$ cat config.mk
export PLATFORM = sky130hd
export DESIGN_NAME = gt_pll_seq
export DESIGN_NICKNAME = d
export VERILOG_FILES = /design/src/rtl/gt_pll_seq.sv
export SDC_FILE = /design/constraint.sdc
export NUM_CORES = 1
export LEC_CHECK = 0
export ABC_AREA = 1
export BUFFER_PORTS_ARGS = -buffer_cell sky130_fd_sc_hd__buf_2
export CAP_MARGIN = 20
export CORE_UTILIZATION = 64
export CTS_CLUSTER_SIZE = 28
export DETAILED_ROUTE_END_ITERATION = 16
export PLACE_DENSITY = 0.9
export SLEW_MARGIN = 10
export SYNTH_ARGS = -nofsm -noshare
export SYNTH_HDL_FRONTEND = slang
export SYNTH_SLANG_ARGS = --single-unit
$ cat constraint.sdc
create_clock -name DRP_CLK -period 4.2 [get_ports DRP_CLK]
set_input_delay 0.21 -clock DRP_CLK [delete_from_list [all_inputs] [get_ports DRP_CLK]]
set_output_delay 0.21 -clock DRP_CLK [all_outputs]
set_load 0.005 [all_outputs]
$ cat src/rtl/gt_pll_seq.sv
`default_nettype none
// ============================================================================
//  Module   : gt_pll_seq
//  Purpose  : Power-up / reset / lock sequencer for up to two GT common PLLs.
//             One independent Moore FSM per PLL with lock-timeout retry,
//             reference-clock-loss recovery and an aggregate ready flag.
//  Revision : 1.0  initial release
// ============================================================================
module gt_pll_seq #(
    parameter int NUM_PLL      = 2,
    parameter int PD_CYCLES    = 16,
    parameter int RST_CYCLES   = 8,
    parameter int LOCK_TIMEOUT = 4096,
    parameter int MAX_RETRY    = 3
) (
    input  logic                   DRP_CLK,
    input  logic                   RST,
    input  logic [NUM_PLL-1:0]     EN,
    input  logic [NUM_PLL-1:0]     PLL_LOCK,
    input  logic [NUM_PLL-1:0]     PLL_REFCLKLOST,
    output logic [NUM_PLL-1:0]     PLL_PD,
    output logic [NUM_PLL-1:0]     PLL_RESET,
    output logic [NUM_PLL-1:0]     PLL_READY,
    output logic [NUM_PLL-1:0]     PLL_FAIL,
    output logic                   ALL_READY,
    output logic [2*NUM_PLL-1:0]   RETRY_CNT
);

    // Largest interval any counter must time; counters only count to (N-1).
    localparam int MAX_A   = (PD_CYCLES > RST_CYCLES) ? PD_CYCLES : RST_CYCLES;
    localparam int MAX_CYC = (MAX_A > LOCK_TIMEOUT) ? MAX_A : LOCK_TIMEOUT;
    localparam int CNT_W   = (MAX_CYC > 1) ? $clog2(MAX_CYC) : 1;
    localparam int RTY_W   = ($clog2(MAX_RETRY + 1) > 2) ? $clog2(MAX_RETRY + 1) : 2;

    localparam logic [CNT_W-1:0] PD_LAST  = CNT_W'(PD_CYCLES - 1);
    localparam logic [CNT_W-1:0] RST_LAST = CNT_W'(RST_CYCLES - 1);
    localparam logic [CNT_W-1:0] TO_LAST  = CNT_W'(LOCK_TIMEOUT - 1);
    localparam logic [RTY_W-1:0] RTY_MAX  = RTY_W'(MAX_RETRY);
    localparam logic [RTY_W-1:0] RTY_SAT  = RTY_W'(3);

    typedef enum logic [2:0] {
        ST_OFF       = 3'd0,
        ST_PWRUP     = 3'd1,
        ST_RSTP      = 3'd2,
        ST_WAIT_LOCK = 3'd3,
        ST_LOCKED    = 3'd4,
        ST_FAIL      = 3'd5
    } state_t;

    logic [NUM_PLL-1:0] lock_m, lock_s;
    logic [NUM_PLL-1:0] lost_m, lost_s;

    // Two-flop synchronisers for the asynchronous PLL status inputs.
    always_ff @(posedge DRP_CLK) begin
        if (RST) begin
            lock_m <= '0;
            lock_s <= '0;
            lost_m <= '0;
            lost_s <= '0;
        end else begin
            lock_m <= PLL_LOCK;
            lock_s <= lock_m;
            lost_m <= PLL_REFCLKLOST;
            lost_s <= lost_m;
        end
    end

    generate
        for (genvar g = 0; g < NUM_PLL; g++) begin : g_pll
            state_t           state, state_nx;
            logic [CNT_W-1:0] cnt, cnt_nx;
            logic [RTY_W-1:0] retry, retry_nx;
            logic             pd_q, reset_q, ready_q, fail_q;
            logic [1:0]       rcnt_q;

            // Next-state, counter and retry logic; EN beats lost beats lock/timeout.
            always_comb begin
                state_nx = state;
                cnt_nx   = cnt;
                retry_nx = retry;
                if (!EN[g]) begin
                    state_nx = ST_OFF;
                    cnt_nx   = '0;
                    retry_nx = '0;
                end else begin
                    case (state)
                        ST_OFF: begin
                            state_nx = ST_PWRUP;
                            cnt_nx   = '0;
                        end
                        ST_PWRUP: begin
                            if (cnt == PD_LAST) begin
                                state_nx = ST_RSTP;
                                cnt_nx   = '0;
                            end else begin
                                cnt_nx = cnt + CNT_W'(1);
                            end
                        end
                        ST_RSTP: begin
                            // Reference clock missing: keep the PLL in reset and restart the count.
                            if (lost_s[g]) begin
                                cnt_nx = '0;
                            end else if (cnt == RST_LAST) begin
                                state_nx = ST_WAIT_LOCK;
                                cnt_nx   = '0;
                            end else begin
                                cnt_nx = cnt + CNT_W'(1);
                            end
                        end
                        ST_WAIT_LOCK: begin
                            if (lost_s[g]) begin
                                state_nx = ST_RSTP;
                                cnt_nx   = '0;
                            end else if (lock_s[g]) begin
                                // Lock wins over a coincident timeout.
                                state_nx = ST_LOCKED;
                                cnt_nx   = '0;
                                retry_nx = '0;
                            end else if (cnt == TO_LAST) begin
                                cnt_nx = '0;
                                if (retry < RTY_MAX) begin
                                    retry_nx = retry + RTY_W'(1);
                                    state_nx = ST_RSTP;
                                end else begin
                                    state_nx = ST_FAIL;
                                end
                            end else begin
                                cnt_nx = cnt + CNT_W'(1);
                            end
                        end
                        ST_LOCKED: begin
                            // Lost lock or lost refclk restarts without spending a retry.
                            if (lost_s[g] || !lock_s[g]) begin
                                state_nx = ST_RSTP;
                                cnt_nx   = '0;
                            end
                        end
                        ST_FAIL: begin
                            state_nx = ST_FAIL;
                        end
                        default: begin
                            state_nx = ST_OFF;
                            cnt_nx   = '0;
                            retry_nx = '0;
                        end
                    endcase
                end
            end

            // State register with outputs decoded from the next state (registered Moore).
            always_ff @(posedge DRP_CLK) begin
                if (RST) begin
                    state   <= ST_OFF;
                    cnt     <= '0;
                    retry   <= '0;
                    pd_q    <= 1'b1;
                    reset_q <= 1'b1;
                    ready_q <= 1'b0;
                    fail_q  <= 1'b0;
                    rcnt_q  <= 2'd0;
                end else begin
                    state   <= state_nx;
                    cnt     <= cnt_nx;
                    retry   <= retry_nx;
                    pd_q    <= (state_nx == ST_OFF) || (state_nx == ST_FAIL);
                    reset_q <= !((state_nx == ST_WAIT_LOCK) || (state_nx == ST_LOCKED));
                    ready_q <= (state_nx == ST_LOCKED);
                    fail_q  <= (state_nx == ST_FAIL);
                    rcnt_q  <= (retry_nx > RTY_SAT) ? 2'd3 : retry_nx[1:0];
                end
            end

            assign PLL_PD[g]           = pd_q;
            assign PLL_RESET[g]        = reset_q;
            assign PLL_READY[g]        = ready_q;
            assign PLL_FAIL[g]         = fail_q;
            assign RETRY_CNT[2*g+1:2*g] = rcnt_q;
        end
    endgenerate

    // Aggregate ready: every enabled PLL ready, and at least one enabled.
    always_ff @(posedge DRP_CLK) begin
        if (RST) begin
            ALL_READY <= 1'b0;
        end else begin
            ALL_READY <= (|EN) && (&(PLL_READY | ~EN));
        end
    end

endmodule
`default_nettype wire

==> results.cfg, run 1 <==
[critical_path]
crit_required_ns = 4.42
cp_slowest_cell = dfxtp_1
cp_max_fo = 7
crit_top_cell = nand2_1
cp.depth = 12
critPathArrivalTime_ns = 2.07
cp_cell_sequence = ha_1, nand2_1, nor2_4, inv_1, nor2_1, nand2_1, a21oi_1, nand2_1, nand2_1, nand3_1, nand2_1, inv_1
start_kind = flip-flop
crit_buf_inv = 2
end_kind = flip-flop
critical_path_class = flip-flop to flip-flop
r2r_cells = 12
worst_path_dominant_cell_family = simple AND/OR/NAND/NOR gates
cpPeakStageDelay_ns = 0.38
rrSetupSlack_ns = 2.35

[route]
dr_total_vias = 2588
drtIter0Drc = 141
dr.pass1.iters = 4
drtAntennaViolNets = 0
wl_per_cell_um = 11.9
vias_per_cell = 5.35
drc = 0
drt_wl_total_mm = 5.75

[yosys]
yosys.area.top_type = dfxtp_1
synth.net_count = 427
synth_compound_area_frac = 0.104
synth_seq_cells = 51
synth_top_area_share = 0.376
avgSynthCellArea_um2 = 6.51
synth_cell_types = 33
yosysWarningCount = 0
synth_area_um2 = 2720
synthMuxAreaShare = 0
yosys_most_used_dff = dfxtp_1
ys_seq_area_frac = 0.376
synth_top_family_by_area = simple AND/OR/NAND/NOR gates
synth_xor_area_frac = 0.0161
synth_simple_gate_area_share = 0.363
synth_adder_area_share = 0.00922
postSynthCellCount = 417
synth_edf_count = 0
async_flop_share = 0
netlist_top_cells_area = dfxtp_1, nand2_1, inv_1

[cells_and_area]
final_common_cell = nand2_1
layout.nets = 443
final_cell_mix = nand2_1, inv_1, nor2_1
area_growth_pct = 7.60
num_antenna_cells = 0
seq_area_um2 = 1020
multi_input_area_um2 = 1340
fill_cells = 348
drive_above_1_share = 0.113

[timing]
hold_viol = 0
slew_violations = 0
rsz0062_at_grt = no
maxSlewHeadroom = 0.618
post-route-period-util = 0.440
clock.fmax_mhz = 542
setup-violations-final = 0
worst_pin_slew_ns = 0.570
min_period_ns = 1.85
finalClockSkew_ns = 0.00853
final.setup.tns_ns = 0

[placed_design]
io_buffers = 20
gp_congestion = 0.929
detailed_place_hpwl_mm = 4.32

[worst_hold_path]
min_path_type = primary input to flip-flop
whs_path_depth = 3

[global_route]
antenna_found_initial = 0
grt_max_degree = 18
grt_pass1_wl_mm = 9.25
grt_pass1_vias = 2354
overflow = 0
grt_usage = 0.274

[clock_network]
clkLatencyLatePin_ns = 0.32
cts_setup_buffers = 0
cts_buffer_depth = 2
cts-buffers-inserted = 5
h-tree-depth = 2
ctsResizeCount = 0
clkSlewWorstSetupHoldPaths_ns = 0.09
postCtsHoldBufs = 0
cts_tree = done
cts.sinks = 51
cts_root_buffer = clkbuf_8

[die]
core_region_area_um2 = 4030
die_area_um2 = 4510
start_util = 0.674
io_pins = 21
rows = 23
die_h_um = 67.1
die_w_um = 67.1

[power]
power.leakage_uw = 0.00135
max-vdd-ir-drop_v = 0.000183
p_per_area_nw_per_um2 = 304
p_total_uw = 887

[run]
drv_cap = 0

[status]
status = finished, final reports clean
[worst min-delay path: stages]
cell    delay (ns)
buf_2         0.07
inv_1         0.03
nor2_1        0.06
[cell usage after synthesis, types with 2 or more instances]
master	n
nand2_1	97
inv_1	70
nor2_1	60
dfxtp_1	51
nand3_1	29
o21ai_0	27
a21oi_1	15
nor3_1	9
buf_4	8
nand4_1	7
nand2_2	5
nand3b_1	5
inv_2	4
xor2_1	4
nor2_4	3
clkbuf_1	2
ha_1	2
nand3_2	2
nor2_2	2
o211ai_1	2
[kinds of logic (layout without fill, tap and decap cells)]
| logic type | after synthesis | in the layout |
|---|---|---|
| compound gates | 51 | 51 |
| fa+ha+maj | 2 | 2 |
| flops | 51 | 51 |
| simple gates | 222 | 222 |
| xor+xnor | 5 | 5 |
| buf+inv | 86 | 103 |
[flip-flops by register name, indices dropped and copies added (netlist names)]
| name | cells |
|---|---|
| lock_m | 2 |
| g_pll.reset_q | 2 |
| g_pll.cnt | 24 |
| lost_m | 2 |
| lost_s | 2 |
| g_pll.pd_q | 2 |
| g_pll.ready_q | 2 |
| g_pll.state | 6 |
| ALL_READY | 1 |
| lock_s | 2 |
| g_pll.retry | 4 |
| g_pll.fail_q | 2 |
[final timing paths]
kind | startpoint | to
max | g_pll[1].cnt[0] | g_pll[1].reset_q
min | PLL_REFCLKLOST[1] | lost_m[1]
max reg2reg | g_pll[1].cnt[0] | g_pll[1].reset_q
min reg2reg | lost_m[1] | lost_s[1]
[power by group]
| group | switching [µW] | internal [µW] | leakage (µW) |
|---|---|---|---|
| logic | 27.7 | 12.0 | 0.000882 |
| clock network | 173 | 181 | 0.0000587 |
| registers | 3.85 | 490 | 0.000414 |
| total | 205 | 683 | 0.00135 |
[metrics by stage]
| stage | hold slack, ns | cells | setup slack (ns) | area [µm²] | util |
|---|---|---|---|---|---|
| global route | 0.0980 | 484 | 2.24 | 2920 | 0.725 |
| floorplan | 0.317 | 417 | 2.66 | 2720 | - |
| detailed placement | 0.396 | 476 | 2.42 | 2810 | 0.696 |
| finish | 0.0901 | 484 | 2.35 | 2920 | 0.725 |
| global placement | 0.389 | 476 | 2.51 | 2810 | 0.696 |
| CTS | 0.0918 | 484 | 2.38 | 2920 | 0.725 |
[final cells by class]
class                           count  share of cell area
Clock buffer                        5              0.0236
Clock inverter                      3              0.0163
Inverter                           75              0.0972
Multi-Input combinational cell    280               0.458
Sequential cell                    51               0.349
Tap cell                           50              0.0214
Timing Repair Buffer               20              0.0343
[metal layers]
| layer | wire, µm | share of wire | track usage | vias up |
|---|---|---|---|---|
| met5 | 0 | 0 | 0 | - |
| met4 | 123 | 0.021 | 0.149 | 0 |
| met3 | 196 | 0.034 | 0.0405 | 13 |
| met2 | 2920 | 0.51 | 0.496 | 58 |
| met1 | 2510 | 0.44 | 0.303 | 1183 |
| li1 | - | - | - | 1334 |
No activity file was read; power rests on OpenSTA's default activity.
==> run 2: changes to the inputs <==
--- a/config.mk
+++ b/config.mk
@@ -5,13 +5,13 @@
 export SDC_FILE = /design/constraint.sdc
 export NUM_CORES = 1
 export LEC_CHECK = 0
-export ABC_AREA = 1
+export ABC_AREA = 0
 export BUFFER_PORTS_ARGS = -buffer_cell sky130_fd_sc_hd__buf_2
 export CAP_MARGIN = 20
-export CORE_UTILIZATION = 64
+export CORE_UTILIZATION = 53
 export CTS_CLUSTER_SIZE = 28
 export DETAILED_ROUTE_END_ITERATION = 16
-export PLACE_DENSITY = 0.9
+export PLACE_DENSITY = 0.81
 export SLEW_MARGIN = 10
 export SYNTH_ARGS = -nofsm -noshare
 export SYNTH_HDL_FRONTEND = slang
==> constraint.sdc (replaced) <==
create_clock -name DRP_CLK -period 1.5 [get_ports DRP_CLK]
set_input_delay 0.075 -clock DRP_CLK [delete_from_list [all_inputs] [get_ports DRP_CLK]]
set_output_delay 0.075 -clock DRP_CLK [all_outputs]
set_load 0.005 [all_outputs]
==> run 2 against run 1 <==
The run now ends with setup timing left. Clock-buffer cell count unchanged. First-iteration DRC count up 88%. Power rose to 2.7 times the previous value.
==> results.cfg, run 2 <==
[global_route]
grt_max_degree = 18
grt_pass1_wl_mm = 12.7
overflow = 0
grt_pass1_vias = 2749
grt_usage = 0.318
antenna_found_initial = 0

[yosys]
synth_top_area_share = 0.393
synth_cell_types = 58
synth_area_um2 = 2600
async_flop_share = 0
synth_seq_cells = 51
yosysMostFrequentCell = dfxtp_1
yosys_most_used_dff = dfxtp_1
synth.net_count = 320
postSynthCellCount = 310
netlist_top_cells_area = dfxtp_1, nor2_1, xor2_1
synthTopCellsByCount = dfxtp_1, nor2_1, nand2_1
synth_edf_count = 0
yosysWarningCount = 0
avgSynthCellArea_um2 = 8.38
yosys.area.top_type = dfxtp_1
ys_seq_area_frac = 0.393

[die]
rows = 25
core_region_area_um2 = 4720
die_h_um = 72.0
die_w_um = 72.0
io_pins = 21
die_area_um2 = 5190
start_util = 0.550

[critical_path]
critical_path_class = flip-flop to flip-flop
cp_max_fo = 5
regToRegStartpoint = g_pll[1].cnt[7]
worstSetupStartpoint = g_pll[1].cnt[7]
start_kind = flip-flop
crit_required_ns = 1.72
critPathArrivalTime_ns = 2.18
cp_slowest_cell = or4_4
cp_cell_sequence = or4_4, nor3_2, a31oi_1, a211o_1, a31o_2
cpPeakStageDelay_ns = 0.57
end_kind = flip-flop

[route]
dr.pass1.iters = 6
drtAntennaViolNets = 0
vias_per_cell = 6.21
dr_total_vias = 3044
drtIter0Drc = 265
drt_wl_total_mm = 9.73
drc = 0
wl_per_cell_um = 19.9

[cells_and_area]
num_antenna_cells = 0
largestRegisters = g_pll.cnt: 24 flops, g_pll.state: 6 flops, g_pll.retry: 4 flops
final_cell_mix = buf_4, dfxtp_1, nor2_1
drive_above_1_share = 0.480
largest_register_ffs = 24
final_common_cell = buf_4
layout.nets = 432
largest_register = g_pll.cnt
post-route-util = 0.841
area_growth_pct = 52.8

[power]
p_per_area_nw_per_um2 = 602
p_total_uw = 2390
power.leakage_uw = 0.00159
max-vdd-ir-drop_v = 0.000679

[clock_network]
cts_root_buffer = clkbuf_8
cts-buffers-inserted = 5
clkLatencyLatePin_ns = 0.32
h-tree-depth = 2
cts.sinks = 51
cts_tree = done
clkSlewWorstSetupHoldPaths_ns = 0.11
cts_buffer_depth = 2

[timing]
hold_viol = 0
min_period_ns = 1.96
hold_ws_ns = 0.0469
maxSlewHeadroom = 0.690
slew_violations = 0
timing.final.ws_setup_ns = -0.456
rsz0062_at_grt = yes
worst_pin_slew_ns = 0.466
final.setup.tns_ns = -14.20
clock.fmax_mhz = 511
post-route-period-util = 1.30
finalClockSkew_ns = 0.00955
setup-violations-final = 42

[placed_design]
io_buffers = 20
detailed_place_hpwl_mm = 5.21
gp_congestion = 0.898

[worst_hold_path]
min_path_type = primary input to flip-flop
hold_start = PLL_LOCK[0]

[status]
violations = setup timing
status = finished with violations

[run]
drv_cap = 0
## run 2: cell types whose count changed in the layout (fill, tap and decap cells not counted), moves of 9 or more
cell and change:
buf_4 +87, buf_6 +12, dfxtp_1 -15, dfxtp_2 +13, inv_1 -61, nand2_1 -77, nand2b_1 +9, nand3_1 -21
nor2_1 -34, nor2b_1 +15, o21ai_0 -22, xor2_1 +11
## run 2: path summary, 6_finish.rpt
check                  end  slack [ns]  cells after the start
max          g_pll[1].pd_q       -0.46                      5
max reg2reg  g_pll[1].pd_q       -0.46                      5
min              lock_m[0]        0.05                      2
min reg2reg      lost_s[1]        0.45                      1
## run 2: area by class of cell
class	instances	area [µm²]
clock inverter	3	25.0
multi-input combinational	229	1750
timing repair buffer	125	965
sequential	51	1040
clock buffer	5	68.8
inverter	10	37.5
fill	240	753
tap	67	83.8
## run 2: power breakdown
group / internal, µW / leakage, µW / switching, µW
Clock: 335 / 0.0000443 / 512
Combinational: 81.6 / 0.00112 / 81.3
Sequential: 1370 / 0.000422 / 11.1
Total: 1780 / 0.00159 / 605
## run 2: kinds of logic (layout without fill, tap and decap cells)
logic type,Yosys count,after routing,synth area share
simple gates,144,144,0.299
compound gates,57,57,0.148
flops,51,51,0.393
buf+inv,30,143,0.0592
xor+xnor,21,21,0.0708
mux,5,5,0.0197
fa+ha+maj,2,2,0.00963
## run 2: repair_timing
action,CTS,global route
endpoints found under the setup margin,42,42
hold buffers,3,0
cloned,1,0
resized for setup,44,38
buffers inserted,9,6
hold endpoints to repair,3,0
pin swaps,14,19
## run 2: worst max-delay path: cells and delay by family (launching register included)
family          cells  cell delay [ns]
simple gates        2             0.80
compound gates      3             0.72
flops               1             0.33
## run 2: stage by stage
stage               cell area [µm²]  setup WS [ns]  std cells
global placement               3400         -0.368        464
finish                         3970         -0.456        490
floorplan                      2680         -0.372        310
detailed placement             3400         -0.442        464
global route                   3970         -0.528        490
CTS                            3790         -0.453        485
## run 2: routing by layer
metal | up-vias | wire [µm] | track usage
li1 | 1318 | - | -
met2 | 223 | 5170 | 0.615
met5 | - | 0 | 0
met1 | 1428 | 3310 | 0.328
met3 | 75 | 729 | 0.0639
met4 | 0 | 523 | 0.146
==> run 3: changes to the inputs <==
--- a/config.mk
+++ b/config.mk
@@ -12,6 +12,7 @@
 export CTS_CLUSTER_SIZE = 28
 export DETAILED_ROUTE_END_ITERATION = 16
 export PLACE_DENSITY = 0.81
+export SETUP_SLACK_MARGIN = 0.4
 export SLEW_MARGIN = 10
 export SYNTH_ARGS = -nofsm -noshare
 export SYNTH_HDL_FRONTEND = slang
==> run 3 against run 2 <==
The flow still finishes with violations (setup timing). Clock power grew 16%. Routed wire length shrank 2.6%. Combinational power shrank 2%. Utilization shrank 0.32 points. Global-route usage grew 3.0 points.
==> results.cfg, run 3 (synthesis results as in run 2) <==
[timing]
final.setup.tns_ns = -14.22
timing.final.ws_setup_ns = -0.563
post-route-period-util = 1.38
clock.fmax_mhz = 485
slew_violations = 0
hold_viol = 0
rsz0062_at_grt = yes
setup-violations-final = 42
min_period_ns = 2.06
finalClockSkew_ns = 0.0207
worst_pin_slew_ns = 0.532
maxSlewHeadroom = 0.645

[cells_and_area]
largest_register = g_pll.cnt
drive_above_1_share = 0.482
fin_cells = 488
post-route-util = 0.837
largest_register_ffs = 24
design_area_um2 = 3960
area_growth_pct = 52.2
num_antenna_cells = 0
final_common_cell = buf_4
layout.nets = 431
final_cell_mix = buf_4, dfxtp_1, nor2_1
largestRegisters = g_pll.cnt: 24 flops, g_pll.state: 6 flops, g_pll.retry: 4 flops

[critical_path]
start_kind = flip-flop
endpoint = g_pll[1].cnt[10]
cp_max_fo = 5
r2r-end = g_pll[1].cnt[10]
critPathArrivalTime_ns = 2.31
end_kind = flip-flop
r2r_cells = 6
worstSetupStartpoint = g_pll[1].state[1]
regToRegStartpoint = g_pll[1].state[1]
rrSetupSlack_ns = -0.56
critical_path_class = flip-flop to flip-flop
crit_required_ns = 1.74

[global_route]
antenna_found_initial = 0
grt_max_degree = 16
overflow = 0
grt_pass1_wl_mm = 13.9
grt_usage = 0.349
grt_pass1_vias = 2996

[placed_design]
place_area_um2 = 3390
dp.cells = 461
io_buffers = 20
pre_cts_ws_ns = -0.408
detailed_place_hpwl_mm = 5.03
gp_congestion = 0.902

[die]
die_h_um = 72.0
rows = 25
io_pins = 21
start_util = 0.550
core_region_area_um2 = 4720
die_area_um2 = 5190
die_w_um = 72.0

[clock_network]
cts_buffer_depth = 2
cts_tree = done
cts.sinks = 51
cts-buffers-inserted = 5
clkLatencyLatePin_ns = 0.32
h-tree-depth = 2
clkSlewWorstSetupHoldPaths_ns = 0.11
cts_root_buffer = clkbuf_8

[power]
max-vdd-ir-drop_v = 0.000539
switching_share = 0.234
p_int_uw = 1930
seqPwrFrac = 0.546
pwr-share-comb = 0.063
p_per_area_nw_per_um2 = 636
pwr-share-clk = 0.391
power.leakage_uw = 0.00156
power_switching_uw = 587

[route]
drtAntennaViolNets = 0
drc = 0
wl_per_cell_um = 19.4
dr.pass1.iters = 4
dr_total_vias = 2924
vias_per_cell = 5.99
drt_wl_total_mm = 9.48
drtIter0Drc = 271

[worst_hold_path]
min_path_type = primary input to flip-flop

[status]
status = finished with violations
violations = setup timing

[run]
drv_cap = 0
==> run 3: cell types whose count changed in the layout (fill, tap and decap cells not counted), sizes merged <==
cell           previous run  this run
dlygate4sd3               3         4
buf                     121       120
bufinv                    0         1
clkdlybuf4s15             1         0
clkinv                    2         0
==> run 3: worst min-delay path by stage <==
stage                                 start            end  slack (ns)  cells past startpoint
final                                   RST      lost_s[0]        0.10                      3
after global placement    PLL_REFCLKLOST[0]      lost_m[0]        0.28                      2
after CTS                             EN[1]  g_pll[1].pd_q        0.07                      2
after floorplan                 PLL_LOCK[0]      lock_m[0]        0.20                      1
after global routing                  EN[1]  g_pll[1].pd_q        0.09                      2
after detailed placement  PLL_REFCLKLOST[1]      lost_m[1]        0.29                      2
==> run 3: layout make-up <==
class / instances / area, µm²
clock buffer: 5 / 68.8
tap: 67 / 83.8
multi-input combinational: 229 / 1750
inverter: 10 / 37.5
timing repair buffer: 124 / 925
sequential: 51 / 1050
fill: 254 / 768
clock inverter: 2 / 37.5
==> run 3: routing by layer <==
metal | part of all wire | up-vias | track usage
li1 | - | 1312 | -
met1 | 0.35 | 1399 | 0.369
met2 | 0.52 | 146 | 0.633
met3 | 0.060 | 67 | 0.0722
met4 | 0.065 | 0 | 0.216
met5 | 0 | - | 0
==> run 3: what timing repair did <==
action	CTS	global route
pin swaps	16	9
endpoints found under the hold margin	4	0
hold buffers	4	0
endpoints found under the setup margin	42	42
gates resized for setup	56	17
buffers inserted	8	8
==> run 3: stage by stage <==
step                hold slack (ns)  power (µW)
global route                 0.0870        2580
global placement              0.281        1530
finish                        0.103        2510
CTS                          0.0671        2480
detailed placement            0.289        1530
floorplan                     0.203        1480
==> run 3: worst max-delay path, stage by stage, from the launching register on <==
cell,delay (ns)
dfxtp_1,0.40
nor3b_1,0.49
o31ai_2,0.19
a221oi_2,0.45
o21bai_2,0.16
buf_4,0.18
a31oi_1,0.13
==> run 3: power groups by stage <==
stage               Clock, µW  Combinational, µW  Sequential (µW)
global route             1040                165             1370
global placement            0                118             1410
finish                    982                159             1370
CTS                       969                142             1370
detailed placement          0                121             1410
floorplan                   0               66.5             1410
